==> config.mk <==
export PLATFORM = sky130hd
export DESIGN_NAME = tdc_timestamp_builder_flat
export DESIGN_NICKNAME = d
export VERILOG_FILES = /design/src/rtl/tdc_pkg.sv /design/src/rtl/tdc_timestamp_builder_if.sv /design/src/rtl/tdc_hit_fifo.sv /design/src/rtl/tdc_timestamp_builder.sv /design/src/flat_wrapper.sv
export SDC_FILE = /design/constraint.sdc
export NUM_CORES = 1
export LEC_CHECK = 0
export BUFFER_PORTS_ARGS = -buffer_cell sky130_fd_sc_hd__buf_2
export CAP_MARGIN = 10
export CORE_MARGIN = 2
export CORE_UTILIZATION = 60
export DETAILED_ROUTE_END_ITERATION = 8
export GPL_ROUTABILITY_DRIVEN = 0
export GPL_TIMING_DRIVEN = 1
export PLACE_DENSITY = 0.75
export SKIP_CTS_REPAIR_TIMING = 1
export SLEW_MARGIN = 10
export SYNTH_ARGS = -nofsm -noshare
export SYNTH_HDL_FRONTEND = slang
export SYNTH_HIERARCHICAL = 1
export SYNTH_SLANG_ARGS = --single-unit
==> constraint.sdc <==
create_clock -name clk -period 9.95 [get_ports clk]
set_input_delay 0.4975 -clock clk [delete_from_list [all_inputs] [get_ports clk]]
set_output_delay 0.4975 -clock clk [all_outputs]
set_load 0.05 [all_outputs]
==> src/rtl/tdc_pkg.sv <==
// tdc_pkg: shared constants and word-field width helpers for the TDC timestamp path
package tdc_pkg;
   localparam int FINE_W = 6;
   localparam int FINE_MAX = 32;
   localparam logic TYPE_HIT = 1'b0;
   localparam logic TYPE_EPOCH = 1'b1;
   function automatic int payload_w(input int coarse_w);
      return coarse_w + FINE_W;
   endfunction
   function automatic int word_w(input int coarse_w);
      return payload_w(coarse_w) + 1;
   endfunction
endpackage

==> src/rtl/tdc_timestamp_builder_if.sv <==
// tdc_timestamp_builder_if: ready/valid readout bus carrying timestamp words
interface tdc_timestamp_builder_if
   import tdc_pkg::*;
#(
   parameter int COARSE_W = 24
);
   logic [word_w(COARSE_W)-1:0] ts_data;
   logic ts_valid;
   logic ts_ready;
   modport master(output ts_data, ts_valid, input ts_ready);
   modport slave(input ts_data, ts_valid, output ts_ready);
endinterface

==> src/rtl/tdc_hit_fifo.sv <==
// tdc_hit_fifo: synchronous first-word-fall-through FIFO with full/empty/count
module tdc_hit_fifo #(
   parameter int W = 31,
   parameter int DEPTH = 16,
   localparam int AW = $clog2(DEPTH)
) (
   input  logic          clk,
   input  logic          rst_n,
   input  logic          wr_en,
   input  logic [W-1:0]  wr_data,
   input  logic          rd_en,
   output logic [W-1:0]  rd_data,
   output logic          full,
   output logic          empty,
   output logic [AW:0]   count
);
   logic [W-1:0] mem [DEPTH];
   logic [AW-1:0] wr_ptr, rd_ptr;
   logic do_wr, do_rd;
   assign empty = count == '0;
   assign full = count == (AW+1)'(DEPTH);
   assign do_rd = rd_en && !empty;
   // a read in the same cycle frees the slot the write needs
   assign do_wr = wr_en && (!full || do_rd);
   assign rd_data = empty ? '0 : mem[rd_ptr];
   always_ff @(posedge clk or negedge rst_n)
      if (!rst_n) begin
         wr_ptr <= '0;
         rd_ptr <= '0;
         count <= '0;
      end else begin
         if (do_wr) wr_ptr <= wr_ptr + 1'b1;
         if (do_rd) rd_ptr <= rd_ptr + 1'b1;
         count <= count + (AW+1)'(do_wr) - (AW+1)'(do_rd);
      end
   always_ff @(posedge clk)
      if (do_wr) mem[wr_ptr] <= wr_data;
endmodule

==> src/rtl/tdc_timestamp_builder.sv <==
// tdc_timestamp_builder: stamps fine codes with a coarse counter, inserts epoch markers
// on coarse wrap, and queues the words for readout.
module tdc_timestamp_builder
   import tdc_pkg::*;
#(
   parameter int COARSE_W = 24,
   parameter int EPOCH_W = 8,
   parameter int FIFO_DEPTH = 16,
   parameter int DEAD_CYC = 2
) (
   input  logic                 clk,
   input  logic                 rst_n,
   input  logic                 tdc_en,
   input  logic                 fine_valid,
   input  logic [FINE_W-1:0]    fine_bin,
   tdc_timestamp_builder_if.master ts,
   output logic [15:0]          drop_cnt,
   output logic                 fine_err
);
   localparam int WW = word_w(COARSE_W);
   localparam int DW = DEAD_CYC > 0 ? $clog2(DEAD_CYC + 1) : 1;
   logic [COARSE_W-1:0] coarse, stg_coarse;
   logic [EPOCH_W-1:0] epoch;
   logic [DW-1:0] dead;
   logic [FINE_W-1:0] stg_fine;
   logic [payload_w(COARSE_W)-1:0] ep_ext;
   logic [WW-1:0] wr_data;
   logic [$clog2(FIFO_DEPTH):0] count_unused;
   logic epoch_pend, stg_valid, accept, wrap, illegal, full, empty, rd, space, hit_wr, mk_wr;
   assign accept = fine_valid && tdc_en && dead == '0;
   assign wrap = tdc_en && &coarse;
   assign illegal = fine_bin > FINE_W'(FINE_MAX);
   assign rd = ts.ts_valid && ts.ts_ready;
   assign space = !full || rd;
   // staged hit wins the single write port; a marker only goes out when it is idle
   assign hit_wr = stg_valid && space;
   assign mk_wr = !stg_valid && epoch_pend && space;
   assign ts.ts_valid = !empty;
   always_comb begin
      ep_ext = '0;
      ep_ext[EPOCH_W-1:0] = epoch;
      wr_data = stg_valid ? {TYPE_HIT, stg_coarse, stg_fine} : {TYPE_EPOCH, ep_ext};
   end
   always_ff @(posedge clk or negedge rst_n)
      if (!rst_n) begin
         coarse <= '0;
         epoch <= '0;
         epoch_pend <= 1'b0;
         dead <= '0;
         stg_valid <= 1'b0;
         stg_coarse <= '0;
         stg_fine <= '0;
         fine_err <= 1'b0;
         drop_cnt <= '0;
      end else begin
         coarse <= tdc_en ? coarse + 1'b1 : '0;
         epoch <= !tdc_en ? '0 : wrap ? epoch + 1'b1 : epoch;
         epoch_pend <= tdc_en && (wrap || (epoch_pend && !mk_wr));
         dead <= !tdc_en ? '0 : accept ? DW'(DEAD_CYC) : dead != '0 ? dead - 1'b1 : '0;
         stg_valid <= accept;
         if (accept) begin
            stg_coarse <= coarse;
            stg_fine <= illegal ? FINE_W'(FINE_MAX) : fine_bin;
         end
         fine_err <= fine_err || (accept && illegal);
         if (stg_valid && !space && drop_cnt != '1) drop_cnt <= drop_cnt + 1'b1;
      end
   tdc_hit_fifo #(.W(WW), .DEPTH(FIFO_DEPTH)) u_fifo (
      .clk(clk),
      .rst_n(rst_n),
      .wr_en(hit_wr || mk_wr),
      .wr_data(wr_data),
      .rd_en(ts.ts_ready),
      .rd_data(ts.ts_data),
      .full(full),
      .empty(empty),
      .count(count_unused)
   );
endmodule

==> src/flat_wrapper.sv <==
// flat-port wrapper written by rule: the top's interface ports become plain ports
module tdc_timestamp_builder_flat import tdc_pkg::*;
#(
   parameter int COARSE_W = 24,
   parameter int EPOCH_W = 8,
   parameter int FIFO_DEPTH = 16,
   parameter int DEAD_CYC = 2
)
  (clk, rst_n, tdc_en, fine_valid, fine_bin, drop_cnt, fine_err, ts_ts_data, ts_ts_valid, ts_ts_ready);
  tdc_timestamp_builder_if #(.COARSE_W(COARSE_W)) ts_i ();
  input  logic clk;
  input  logic rst_n;
  input  logic tdc_en;
  input  logic fine_valid;
  input  logic [FINE_W-1:0] fine_bin;
  output logic [15:0] drop_cnt;
  output logic fine_err;
  output wire logic [$bits(ts_i.ts_data)-1:0] ts_ts_data;
  output wire logic [$bits(ts_i.ts_valid)-1:0] ts_ts_valid;
  input wire logic [$bits(ts_i.ts_ready)-1:0] ts_ts_ready;
  assign ts_ts_data = ts_i.ts_data;
  assign ts_ts_valid = ts_i.ts_valid;
  assign ts_i.ts_ready = ts_ts_ready;
  tdc_timestamp_builder #(.COARSE_W(COARSE_W), .EPOCH_W(EPOCH_W), .FIFO_DEPTH(FIFO_DEPTH), .DEAD_CYC(DEAD_CYC)) u_core (.clk(clk), .rst_n(rst_n), .tdc_en(tdc_en), .fine_valid(fine_valid), .fine_bin(fine_bin), .ts(ts_i), .drop_cnt(drop_cnt), .fine_err(fine_err));
endmodule
==> impl_metrics.env, run 1 <==
export IMPL_synthMuxAreaShare_pct=14.7
export IMPL_die_area_mm2=0.0416
export IMPL_layout_commonest_cell="edfxtp_1"
export IMPL_path_max_fanout=35
export IMPL_crit_type="reg -> out"
export IMPL_layout_common_cells="edfxtp_1 (496), mux4_2 (124), dfrtp_1 (92)"
export IMPL_viasPerCell=6.35
export IMPL_fp_dieW_um=204
export IMPL_grt_pass1_vias=12400
export IMPL_finalHoldViolations=0
export IMPL_firstDrtPassIters=5
export IMPL_n_fill_cell=2526
export IMPL_cts_tree="yes"
export IMPL_max_clock_freq_mhz=226
export IMPL_slew_viol_final=0
export IMPL_synth_seq_cells=592
export IMPL_required_ns=9.45
export IMPL_grt_usage_pct=24.8
export IMPL_final_cells=1892
export IMPL_drive_gt1_share_pct=28.3
export IMPL_crit_path_top_delay_cell="dfrtp_2"
export IMPL_intPower_mw=4.88
export IMPL_syn_avg_cell_area_um2=19.1
export IMPL_wl_um=49500
export IMPL_port_buffers=59
export IMPL_cp_cell_sequence="buf_4, nand3_4, o221ai_2, buf_2"
export IMPL_synth_warnings=6
export IMPL_ant_nets=0
export IMPL_core_area_mm2=0.0396
export IMPL_num_vias=12000
export IMPL_synthAdderAreaFrac_pct=0.814
export IMPL_clkPwrFrac_pct=31.4
export IMPL_drt_iter0_markers=1156
export IMPL_synth_top_family_by_area="multiplexers"
export IMPL_worst_pin_slew_ns=1.26
export IMPL_rsz0062_at_grt="no"
export IMPL_initial_core_util_pct=60.5
export IMPL_grt_max_degree=50
export IMPL_min_path_type="in -> reg"
export IMPL_io_pins=60
export IMPL_worstSetupStartpointType="register"
export IMPL_p_comb_share_pct=27.0
export IMPL_drc_errors=0
export IMPL_dpl_cell_area_mm2=0.0248
export IMPL_synth_async_reset_ratio_pct=16.2
export IMPL_dp_cells=1790
export IMPL_rows=73
export IMPL_synth_edf_count=496
export IMPL_worstPathArrival_ns=3.93
export IMPL_swShare_pct=31.8
export IMPL_status="complete, no violations"
export IMPL_max_stage_delay_ns=0.99
export IMPL_cts_buffers=56
export IMPL_nets=1350
export IMPL_p_per_area_mw_per_mm2=268
export IMPL_clockBufferDepth=3
export IMPL_synth_fp_nets=1279
export IMPL_grt_pass1_wl_um=75800
export IMPL_finalSetupViolCount=0
export IMPL_ir_worst_vdd_mv=0.152
export IMPL_p_leak_nw=9.63
export IMPL_dp_hpwl_um=27300
export IMPL_clk_pin_slew_worst_paths_ns=0.06
export IMPL_root_buffer="clkbuf_16"
export IMPL_antenna_found_initial=1
export IMPL_final_area_mm2=0.0268
export IMPL_worstSkewPairLatency_ns=0.61
export IMPL_synth_cells=1253
export IMPL_cap_violations=0
export IMPL_wl_per_cell_um=26.1
export IMPL_diodes=0
export IMPL_clock_sinks=592
export IMPL_final_setup_tns_ns=0
export IMPL_seq_area_frac_synth_pct=72.1
export IMPL_synthXorXnorAreaFrac_pct=1.31
export IMPL_post_route_period_util_pct=44.5
export IMPL_relSlewSlack_pct=15.9
export IMPL_synth_cell_types=52
export IMPL_synthSimpleGateAreaFrac_pct=5.14
export IMPL_area_delta_synth_final_pct=11.5
export IMPL_sequentialPowerShare_pct=41.6
export IMPL_p_switching_mw=2.28
export IMPL_synth_compound_area_share_pct=3.30
export IMPL_ys_dominant_reg_cell="edfxtp_1"
export IMPL_clock_skew_ns=0.0173
export IMPL_syn_cell_area_mm2=0.0240
export IMPL_fp_dieH_um=204
export IMPL_end_kind="output port"
export IMPL_period_needed_ns=4.42
export IMPL_htreeDepth=2
export IMPL_grt_overflow=0
## metal layers
layer | vias up | part of all wire [%] | global-route usage, %
met3 | 63 | 7.9 | 4.99
met5 | - | 0 | 0
met2 | 519 | 49 | 39.7
li1 | 5162 | - | -
met4 | 0 | 1.9 | 6.44
met1 | 6273 | 41 | 35.6
## critical path, delay by kind of cell, from the launching register on
family          cells  cell delay, ns
compound gates      1            0.62
buf+inv             2            0.96
flops               1            0.99
simple gates        1            0.72
## through the flow
stage	hold slack [ns]	power (mW)	worst slack [ns]	utilization [%]
final	0.159	7.16	5.53	67.5
after floorplan	0.202	4.57	5.34	-
after detailed placement	0.450	4.98	6.03	62.5
after global routing	0.174	7.42	5.39	67.5
after CTS	-0.0818	7.22	5.50	67.5
after global placement	0.447	4.97	6.10	62.5
## layout make-up
cell class | count | area, µm² | area share [%]
Clock buffer | 75 | 1600 | 5.96
Clock inverter | 26 | 370 | 1.38
Inverter | 54 | 203 | 0.758
Multi-Input combinational cell | 543 | 6180 | 23.1
Sequential cell | 592 | 17300 | 64.7
Tap cell | 525 | 657 | 2.46
Timing Repair Buffer | 77 | 435 | 1.63
## cell usage after synthesis, types with 13 or more instances
library cell,count,area [µm²]
mux2i_1,33,330
edfxtp_1,496,14900
nor2_1,30,113
nand3_1,50,250
buf_2,19,95.1
inv_1,54,203
o221ai_2,30,450
and2_1,26,163
or4_1,13,97.6
nand2_1,19,71.3
mux2_2,35,394
a21oi_1,26,130
xor2_1,19,166
ha_1,14,175
dfrtp_1,96,2400
buf_6,13,146
mux4_2,124,2790
xnor2_1,17,149
clkbuf_1,19,71.3
## logic make-up after synthesis
family / Yosys count
AOI/OAI and AO/OA: 88
xor gates and xnor gates: 36
adders and majority gates: 15
buffers and inverters: 118
DFF: 592
muxes: 192
and+or+nand+nor: 212
## state kept, by name (all words and copies together) (netlist names)
register              count
u_core/coarse            24
u_core/dead               2
u_core/drop_cnt          16
u_core/epoch              8
u_core/epoch_pend         1
u_core/fine_err           1
u_core/stg_coarse        24
u_core/stg_fine           6
u_core/stg_valid          1
u_core/u_fifo/count       5
u_core/u_fifo/mem       496
u_core/u_fifo/rd_ptr      4
u_core/u_fifo/wr_ptr      4
## worst paths after layout
kind | from | endpoint | cells past startpoint | slack [ns]
min in group asynchronous | rst_n | u_core/fine_err$_DFF_PN0_ | 2 | 0.45
max in group asynchronous | rst_n | u_core/u_fifo/rd_ptr[1]$_DFFE_PN0P_ | 3 | 8.35
setup reg to reg | u_core/u_fifo/count[2]$_DFF_PN0_ | u_core/u_fifo/mem[5][0]$_DFFE_PP_ | 9 | 6.00
hold reg to reg | u_core/fine_err$_DFF_PN0_ | u_core/fine_err$_DFF_PN0_ | 1 | 0.47
setup / recovery | u_core/u_fifo/rd_ptr[2]$_DFFE_PN0P_ | ts_ts_data[3] | 4 | 5.53
hold / removal | fine_bin[3] | u_core/stg_fine[3]$_DFFE_PN0N_ | 3 | 0.16
## power by group through the flow
stage / clock network [mW] / registers (mW) / logic [mW]
3_5_place_dp: 0 / 3.04 / 1.95
6_report: 2.25 / 2.98 / 1.93
3_3_place_gp: 0 / 3.03 / 1.94
5_1_grt: 2.37 / 3.00 / 2.05
2_1_floorplan: 0 / 2.87 / 1.71
4_1_cts: 2.27 / 2.98 / 1.96
No activity file was read; power rests on OpenSTA's default activity.
==> run 2, diff against run 1 <==
--- a/config.mk
+++ b/config.mk
@@ -5,14 +5,15 @@
 export SDC_FILE = /design/constraint.sdc
 export NUM_CORES = 1
 export LEC_CHECK = 0
+export ABC_AREA = 1
 export BUFFER_PORTS_ARGS = -buffer_cell sky130_fd_sc_hd__buf_2
 export CAP_MARGIN = 10
 export CORE_MARGIN = 2
-export CORE_UTILIZATION = 60
+export CORE_UTILIZATION = 56
 export DETAILED_ROUTE_END_ITERATION = 8
 export GPL_ROUTABILITY_DRIVEN = 0
 export GPL_TIMING_DRIVEN = 1
-export PLACE_DENSITY = 0.75
+export PLACE_DENSITY = 0.73
 export SKIP_CTS_REPAIR_TIMING = 1
 export SLEW_MARGIN = 10
 export SYNTH_ARGS = -nofsm -noshare
==> constraint.sdc (replaced) <==
create_clock -name clk -period 3.95 [get_ports clk]
set_input_delay 0.1975 -clock clk [delete_from_list [all_inputs] [get_ports clk]]
set_output_delay 0.1975 -clock clk [all_outputs]
set_load 0.05 [all_outputs]
==> run 2 against run 1 <==
  * Synthesized area increased by 4.7%
  * Hold slack worse by 0.071 ns
  * Critical path depth rose by 4
  * Global-route usage is 1.1 points higher
  * Clock skew increased by 0.0012 ns
  * Final cell count is 61% higher
  * Total power rose to 2.7 times the previous value
  * Non-clock buffer count rose by 37
  * Combinational power grew to 3.6 times the previous value
  * Wire length rose by 22%
  * Critical endpoint unchanged
==> impl_metrics.env, run 2 <==
export IMPL_yosysMostFrequentCell="nand2_1"
export IMPL_drive_gt1_share_pct=9.25
export IMPL_synth_async_reset_ratio_pct=16.2
export IMPL_seq_area_frac_synth_pct=68.9
export IMPL_drt_met1_wl_um=24100
export IMPL_dp_hpwl_um=34000
export IMPL_clock_sinks=592
export IMPL_worstPathArrival_ns=3.17
export IMPL_rsz0062_at_grt="no"
export IMPL_grt_usage_pct=25.9
export IMPL_worst_pin_slew_ns=1.22
export IMPL_synth_cells=2351
export IMPL_required_ns=3.75
export IMPL_ant_nets=0
export IMPL_synth_seq_cells=592
export IMPL_layout_common_cells="nand2_1 (860), edfxtp_1 (496), nand3_1 (414)"
export IMPL_largest_register_ffs=496
export IMPL_layout_commonest_cell="nand2_1"
export IMPL_synthMuxAreaShare_pct=0
export IMPL_relSlewSlack_pct=18.5
export IMPL_max_clock_freq_mhz=297
export IMPL_crit_type="reg -> out"
export IMPL_synthAdderAreaFrac_pct=0.777
export IMPL_synth_edf_count=496
export IMPL_slew_viol_final=0
export IMPL_grt_pass1_wl_um=94000
export IMPL_synthTopCellsByArea="edfxtp_1 (59%), nand2_1 (13%), dfrtp_1 (9.6%)"
export IMPL_final_area_mm2=0.0282
export IMPL_clockBufferDepth=3
export IMPL_viasPerCell=5.74
export IMPL_synth_fp_nets=2377
export IMPL_finalHoldViolations=0
export IMPL_rows=77
export IMPL_grt_pass1_vias=17200
export IMPL_cts_tree="yes"
export IMPL_drt_iter0_markers=1918
export IMPL_area_delta_synth_final_pct=12.2
export IMPL_synth_compound_area_share_pct=2.05
export IMPL_cts_buffers=58
export IMPL_fp_dieW_um=216
export IMPL_p_per_area_mw_per_mm2=699
export IMPL_min_path_type="in -> reg"
export IMPL_synthSimpleGateAreaFrac_pct=23.5
export IMPL_clk_pin_slew_worst_paths_ns=0.06
export IMPL_reg_top3="u_core/u_fifo/mem x496, u_core/coarse x24, u_core/stg_coarse x24"
export IMPL_wl_um=60200
export IMPL_n_fill_cell=3286
export IMPL_grt_overflow=0
export IMPL_antenna_found_initial=0
export IMPL_num_vias=17500
export IMPL_ir_worst_vdd_mv=0.639
export IMPL_die_area_mm2=0.0466
export IMPL_dpl_cell_area_mm2=0.0261
export IMPL_syn_cell_area_mm2=0.0251
export IMPL_yosys_area_top_type="edfxtp_1"
export IMPL_port_buffers=59
export IMPL_ys_dominant_reg_cell="edfxtp_1"
export IMPL_htreeDepth=2
export IMPL_wl_met3_um=5400
export IMPL_worstSkewPairLatency_ns=0.61
export IMPL_top_layer="met4"
export IMPL_synth_commonest_cells="nand2_1 (860), edfxtp_1 (496), nand3_1 (414)"
export IMPL_root_buffer="clkbuf_16"
export IMPL_firstDrtPassIters=6
export IMPL_clock_skew_ns=0.0185
export IMPL_path_max_fanout=250
export IMPL_final_setup_tns_ns=0
export IMPL_r2r_setup_slack_ns=0.96
export IMPL_p_leak_nw=11.2
export IMPL_nets=2431
export IMPL_wl_per_cell_um=19.8
export IMPL_drc_errors=0
export IMPL_cap_violations=0
export IMPL_regMostFlops="u_core/u_fifo/mem"
export IMPL_status="complete, no violations"
export IMPL_fp_dieH_um=216
export IMPL_period_needed_ns=3.36
export IMPL_grt_max_degree=251
export IMPL_diodes=0
export IMPL_synth_top_family_by_area="simple AND/OR/NAND/NOR gates"
export IMPL_initial_core_util_pct=56.8
export IMPL_core_area_mm2=0.0442
export IMPL_syn_avg_cell_area_um2=10.7
export IMPL_io_pins=60
export IMPL_finalSetupViolCount=0
export IMPL_synth_cell_types=36
export IMPL_synth_top_area_share_pct=59.3
export IMPL_worstSetupStartpointType="register"
export IMPL_synth_warnings=6
export IMPL_met2_length_um=29000
export IMPL_post_route_period_util_pct=85.2
export IMPL_synthXorXnorAreaFrac_pct=0.523
export IMPL_end_kind="output port"
## run 2: cell count changes in the layout (fill, tap and decap cells not counted), sizes merged, moves of 35 or more
| cell | before | now |
|---|---|---|
| mux2 | 35 | 0 |
| nand3 | 51 | 414 |
| mux4 | 124 | 0 |
| inv | 55 | 106 |
| nand2 | 20 | 865 |
| nor2 | 30 | 103 |
## run 2: kinds of logic (layout without fill, tap and decap cells)
family | Yosys count | count (layout)
adders and majority gates | 15 | 15
DFF | 592 | 592
and+or+nand+nor | 1404 | 1404
xor gates and xnor gates | 15 | 15
buffers and inverters | 227 | 329
AOI/OAI and AO/OA | 98 | 98
## run 2: worst paths after layout
check / startpoint / to / cells after the start
worst min-delay path: tdc_en / u_core/coarse[1]$_DFF_PN0_ / 3
worst max register to register: u_core/u_fifo/count[3]$_DFF_PN0_ / u_core/u_fifo/mem[11][24]$_DFFE_PP_ / 14
min in group asynchronous: rst_n / u_core/drop_cnt[14]$_DFFE_PN0P_ / 2
max in group asynchronous: rst_n / u_core/epoch[4]$_DFFE_PN0P_ / 3
worst max-delay path: u_core/u_fifo/rd_ptr[0]$_DFFE_PN0P_ / ts_ts_data[3] / 8
worst min register to register: u_core/dead[0]$_DFF_PN0_ / u_core/dead[0]$_DFF_PN0_ / 1
## run 2: per-stage QoR
stage	util [%]	hold slack, ns	cells	total power, mW	worst slack (ns)
after global placement	59.1	0.389	2924	14.1	1.05
after floorplan	-	-0.0981	2351	12.4	0.428
after global routing	63.7	0.139	3045	20.6	0.440
after detailed placement	59.1	0.392	2924	14.2	0.998
final	63.7	0.0880	3045	19.7	0.586
after CTS	63.4	-0.263	3032	19.7	0.550
## run 2: area by class of cell
type | instances | area (µm²) | area share, %
sequential | 592 | 17300 | 61.4
multi-input combinational | 1532 | 6880 | 24.4
clock buffer | 83 | 1710 | 6.07
timing repair buffer | 114 | 918 | 3.26
tap | 592 | 741 | 2.63
inverter | 107 | 409 | 1.45
clock inverter | 25 | 225 | 0.799
## run 2: critical path: stages (launching register included)
cell and delay [ns]:
dfrtp_4 0.45, buf_12 0.68, nand2_1 0.17, nand3_1 0.15, nand3_1 0.09, nand2_1 0.12
nand2_1 0.07, a21oi_1 0.32, buf_2 0.34
## run 2: where the power goes
part	switching, mW	internal [mW]
logic	5.20	1.80
registers	0.130	7.01
clock network	2.29	3.26
total	7.62	12.1
## run 2: per-layer routing
| layer | track usage (%) | up-vias |
|---|---|---|
| li1 | - | 8103 |
| met1 | 35.0 | 8451 |
| met2 | 42.9 | 807 |
| met3 | 4.44 | 123 |
| met4 | 8.92 | 0 |
| met5 | 0 | - |
